--- src/rtl/audio_pkg.sv ---
// audio_pkg: shared sizes, config register codes and scheduler FSM states
package audio_pkg;
  localparam int NUM_VOICES = 4;
  localparam int PHASE_W = 16;
  localparam int SAMPLE_W = 10;
  localparam logic [1:0] REG_INC_LO = 2'd0;
  localparam logic [1:0] REG_INC_HI = 2'd1;
  localparam logic [1:0] REG_CTRL = 2'd2;
  localparam logic [1:0] REG_PH_CLR = 2'd3;
  typedef enum logic [1:0] {ST_IDLE, ST_PROC, ST_OUT} state_t;
endpackage

--- src/rtl/audio_voice_amp.sv ---
// audio_voice_amp: maps a voice's new phase, waveform and volume to its 8-bit mix contribution
// Ports: i_phase_hi = phase_new[15:8], i_wave (0 saw, 1 square), i_vol, o_contrib = (amp*vol)>>4
module audio_voice_amp (
  input  logic [7:0] i_phase_hi,
  input  logic       i_wave,
  input  logic [3:0] i_vol,
  output logic [7:0] o_contrib
);
  logic [7:0] w_amp;
  assign w_amp = i_wave ? {8{i_phase_hi[7]}} : i_phase_hi;
  assign o_contrib = 8'(({4'b0, w_amp} * {8'b0, i_vol}) >> 4);
endmodule

--- src/rtl/audio_voice_scheduler.sv ---
// audio_voice_scheduler: time-multiplexed phase-accumulator voices mixed into one sample per tick
// Ports: sample_tick starts a frame; cfg_we/cfg_addr{voice,reg}/cfg_data write voice registers;
// sample_out/sample_valid deliver the mix; busy marks a frame in flight; overrun flags a dropped tick
module audio_voice_scheduler #(
  parameter int NUM_VOICES = audio_pkg::NUM_VOICES,
  parameter int PHASE_W = audio_pkg::PHASE_W
) (
  input  logic                          clk,
  input  logic                          rst,
  input  logic                          sample_tick,
  input  logic                          cfg_we,
  input  logic [3:0]                    cfg_addr,
  input  logic [7:0]                    cfg_data,
  output logic [audio_pkg::SAMPLE_W-1:0] sample_out,
  output logic                          sample_valid,
  output logic                          busy,
  output logic                          overrun
);
  import audio_pkg::*;
  localparam int VW = (NUM_VOICES > 1) ? $clog2(NUM_VOICES) : 1;
  state_t r_state;
  logic [VW-1:0] r_vidx;
  logic [SAMPLE_W-1:0] r_acc;
  logic [PHASE_W-1:0] r_inc [NUM_VOICES];
  logic [PHASE_W-1:0] r_phase [NUM_VOICES];
  logic [5:0] r_ctrl [NUM_VOICES];
  logic [PHASE_W-1:0] w_phase_new;
  logic [5:0] w_ctrl;
  logic [7:0] w_contrib;
  logic [1:0] w_cv, w_cr;
  assign w_ctrl = r_ctrl[r_vidx];
  assign w_phase_new = r_phase[r_vidx] + r_inc[r_vidx];
  assign w_cv = cfg_addr[3:2];
  assign w_cr = cfg_addr[1:0];
  assign busy = r_state != ST_IDLE;
  audio_voice_amp u_amp (
    .i_phase_hi(w_phase_new[PHASE_W-1 -: 8]),
    .i_wave    (w_ctrl[4]),
    .i_vol     (w_ctrl[3:0]),
    .o_contrib (w_contrib)
  );
  always_ff @(posedge clk or posedge rst) begin
    if (rst) begin
      r_state <= ST_IDLE;
      r_vidx <= '0;
      r_acc <= '0;
      sample_out <= '0;
      sample_valid <= 1'b0;
      overrun <= 1'b0;
      for (int i = 0; i < NUM_VOICES; i++) begin
        r_inc[i] <= '0;
        r_phase[i] <= '0;
        r_ctrl[i] <= '0;
      end
    end else begin
      sample_valid <= 1'b0;
      overrun <= sample_tick && r_state != ST_IDLE;
      case (r_state)
        ST_IDLE: if (sample_tick) begin
          r_state <= ST_PROC;
          r_vidx <= '0;
          r_acc <= '0;
        end
        ST_PROC: begin
          if (w_ctrl[5]) r_phase[r_vidx] <= w_phase_new;
          r_acc <= r_acc + (w_ctrl[5] ? SAMPLE_W'(w_contrib) : '0);
          r_vidx <= r_vidx + 1'b1;
          if (r_vidx == VW'(NUM_VOICES - 1)) r_state <= ST_OUT;
        end
        default: begin
          sample_out <= r_acc;
          sample_valid <= 1'b1;
          r_state <= ST_IDLE;
        end
      endcase
      // config writes land after the writeback so a phase clear overrides it
      for (int i = 0; i < NUM_VOICES; i++)
        if (cfg_we && w_cv == 2'(i)) begin
          if (w_cr == REG_INC_LO) r_inc[i][7:0] <= cfg_data;
          if (w_cr == REG_INC_HI) r_inc[i][15:8] <= cfg_data;
          if (w_cr == REG_CTRL) r_ctrl[i] <= cfg_data[5:0];
          if (w_cr == REG_PH_CLR) r_phase[i] <= '0;
        end
    end
  end
endmodule
--- config.mk ---
export PLATFORM = sky130hd
export DESIGN_NAME = audio_voice_scheduler
export DESIGN_NICKNAME = d
export VERILOG_FILES = /design/src/rtl/audio_pkg.sv /design/src/rtl/audio_voice_amp.sv /design/src/rtl/audio_voice_scheduler.sv
export SDC_FILE = /design/constraint.sdc
export NUM_CORES = 1
export LEC_CHECK = 0
export ABC_AREA = 0
export CAP_MARGIN = 20
export CORE_MARGIN = 3
export CORE_UTILIZATION = 30
export DETAILED_ROUTE_END_ITERATION = 8
export GPL_TIMING_DRIVEN = 1
export HOLD_SLACK_MARGIN = 0.05
export PLACE_DENSITY = 0.51
export SKIP_CTS_REPAIR_TIMING = 1
export SLEW_MARGIN = 0
export SYNTH_ARGS = -nofsm -noshare
export SYNTH_HDL_FRONTEND = slang
export SYNTH_HIERARCHICAL = 1
export SYNTH_SLANG_ARGS = --single-unit
--- constraint.sdc ---
create_clock -name clk -period 9.8 [get_ports clk]
set_input_delay 0.98 -clock clk [delete_from_list [all_inputs] [get_ports clk]]
set_output_delay 0.98 -clock clk [all_outputs]
set_load 0.02 [all_outputs]
==> results.tsv <==
stage	metric	value	unit
grt	grt-ovfl-total	0	
run_status	status	completed	
synth	yosys.area_share.simple	13.61	%
synth	syn-num-nets	991	
synth	ys_top_cells_by_count	dfrtp_1 (178), nand2_1 (112), mux2_2 (99), a21oi_1 (65), nor2_1 (50)	
floorplan	start_util	30.44	%
grt	grtUsageMet1	20.86	%
cts	cts_tree	built	
synth	synthAdderAreaFrac	7.557	%
sta	fmax	121.9	MHz
routing	routed-via-count	7032	
grt	grt_first_pass_wirelength	41770	um
sta	hold_viol	0	
final_layout	drive_above_1_share	21.96	%
floorplan	dieArea	36360	um^2
floorplan	die_height	190.7	um
worst_setup_path	cp-start-kind	register	
synth	synth_mux_area_share	19.82	%
grt	grt_pass1_vias	7183	
cts	clk_latency	430	ps
worst_setup_path	cp.required	10120	ps
worst_setup_path	arrival	8520	ps
synth	ys.flop_type	dfrtp_1	
final_layout	syn_to_final_growth	12.19	%
placed_design	port_buffers	28	
sta	setup_tns	0	ps
min_path	min_path_type	register to register	
synth	synth_top_family_by_area	multiplexers	
routing	firstDrtPassIters	5	
grt	use_met3	2.040	%
synth	syn_area_per_cell	11.11	um^2
cts	clock_path_buffers	2	
sta	slew_headroom	34.14	%
worst_setup_path	crit_path_max_fanout	25	
sta	report.final.slew_viol_count	0	
synth	yosys_warnings	6	
synth	synth_largest_area_cell	dfrtp_1	
floorplan	rows	67	
grt	grt_antenna_before_repair	0	
floorplan	io_pins	29	
worst_setup_path	crit_slowest_cell	dfrtp_2	
grt	grt_util_met2	24.09	%
final_layout	design_area	11480	um^2
routing	vias_per_cell	5.074	
run	max_cap_violations	0	
worst_setup_path	critPathKind	register to register	
sta	setup_violations	0	
synth	synth_top_area_share	43.53	%
synth	yosysSeqAreaShare	43.53	%
final_layout	antennaDiodeCount	0	
grt	busiest_layer	met2	
worst_setup_path	cp_top_family	compound AO/OA/AOI/OAI gates	
synth	synth_compound_area_share	10.10	%
sta	rsz0062_at_grt	no	
synth	netlist_area	10230	um^2
final_layout	stdcell_count	1386	
cts	ctsRootBufferMaster	clkbuf_16	
routing	wl_per_cell	18.77	um
cts	path_clk_slew	80	ps
sta	min_period	8201	ps
placed_design	gp_congestion	0.8502	
synth	yosysMostFrequentCell	dfrtp_1	
floorplan	core_area	33620	um^2
final_layout	final_nets	995	
grt	grt_use_total	14.85	%
routing	ant_nets	0	
grt	grt_start_max_net_pins	74	
cts	cts_htree_levels	4	
worst_setup_path	cp-end-kind	register	
cts	cts_sinks	178	
routing	drc_errors	0	
synth	synth_cells	921	
placed_design	hpwl	18100	um
synth	async_flop_share	100.0	%
sta	period_share	83.69	%
sta	skew	12.97	ps
routing	drt_wl_total	26020	um
synth	ys_ff_latch	178	
synth	synthTopCellsByArea	dfrtp_1 (44%), mux2_2 (11%), mux4_2 (8.1%), ha_1 (5.0%), nand2_1 (4.1%)	
worst_setup_path	critPathBufInv	4	
synth	ys_types	74	
worst_setup_path	rrSetupSlack	1600	ps
floorplan	die_width	190.7	um
synth	yosys.area_share.xor_xnor	1.626	%
placed_design	place_inst	1354	
cts	cts_buffers	17	
routing	drt_iter0_markers	546	
placed_design	placed_area	10890	um^2
sta	tightest_slew	986.8	ps
worst_setup_path	slowest_delay	750	ps
synth	synth-edff-count	0	
[worst paths after layout]
path | cells past startpoint | start | endpoint
max | 28 | r_vidx[0]$_DFFE_PP0P_ | r_acc[6]$_DFFE_PP0P_
max in group asynchronous | 4 | rst | r_vidx[1]$_DFFE_PP0P_
min | 1 | r_acc[9]$_DFFE_PP0P_ | r_acc[9]$_DFFE_PP0P_
min reg2reg | 1 | r_acc[9]$_DFFE_PP0P_ | r_acc[9]$_DFFE_PP0P_
min in group asynchronous | 2 | rst | r_ctrl[11]$_DFFE_PP0P_
max reg2reg | 28 | r_vidx[0]$_DFFE_PP0P_ | r_acc[6]$_DFFE_PP0P_
[per-stage QoR]
stage,hold WS (ps),worst slack (ps),util (%)
after floorplan,442.5,2412,-
after global placement,478.4,1774,32.40
after detailed placement,482.0,1626,32.40
after CTS,496.0,1615,34.15
after global routing,515.0,1008,34.15
final,489.7,1599,34.15
[layer usage]
layer	wire [um]	vias up	part of all wire (%)
met5	0	-	0
met4	385	0	1.5
met3	898	27	3.5
met2	12310	144	47
met1	12430	3562	48
li1	-	3299	-
[cell type report]
type,count,area (um^2)
Fill cell,3325,22140
Multi-Input combinational cell,659,5396
Sequential cell,178,4457
Tap cell,448,560.5
Clock buffer,17,425.4
Timing Repair Buffer,35,345.3
Clock inverter,15,162.7
Inverter,34,132.6
[worst register-to-register path: cells and delay by family (launching register included)]
family | cells | cell delay, ps
adders and majority gates | 5 | 2150
buffers and inverters | 4 | 670
DFF | 1 | 750
muxes | 2 | 930
AOI/OAI and AO/OA | 10 | 2180
xor gates and xnor gates | 2 | 470
and+or+nand+nor | 5 | 950
[state kept, by name, indices dropped and copies added (netlist names)]
| register | count |
|---|---|
| r_vidx | 2 |
| overrun | 1 |
| sample_valid | 1 |
| r_acc | 10 |
| r_phase | 64 |
| sample_out | 10 |
| r_inc | 64 |
| r_state | 2 |
| r_ctrl | 24 |
[placed cells by master, fill, tap and decap left out, drive strengths merged, types with 17 or more instances in the layout]
| cell | Yosys | routed |
|---|---|---|
| nand2 | 116 | 116 |
| and2 | 21 | 21 |
| clkbuf | 27 | 17 |
| ha | 41 | 41 |
| o21ai | 31 | 31 |
| mux4 | 37 | 37 |
| a21oi | 68 | 68 |
| nor3 | 20 | 20 |
| inv | 34 | 42 |
| mux2 | 101 | 101 |
| nor2 | 51 | 51 |
| dfrtp | 178 | 178 |
| clkdlybuf4s50 | 0 | 28 |
[cells by family after synthesis]
group | after synthesis
simple gates | 284
mux | 143
fa+ha+maj | 54
flops | 178
xor+xnor | 19
compound gates | 159
buf+inv | 84
Power is left out: the tool's default activity adds up to more than one toggle a clock period on the data nets, which glitch-free logic cannot reach.
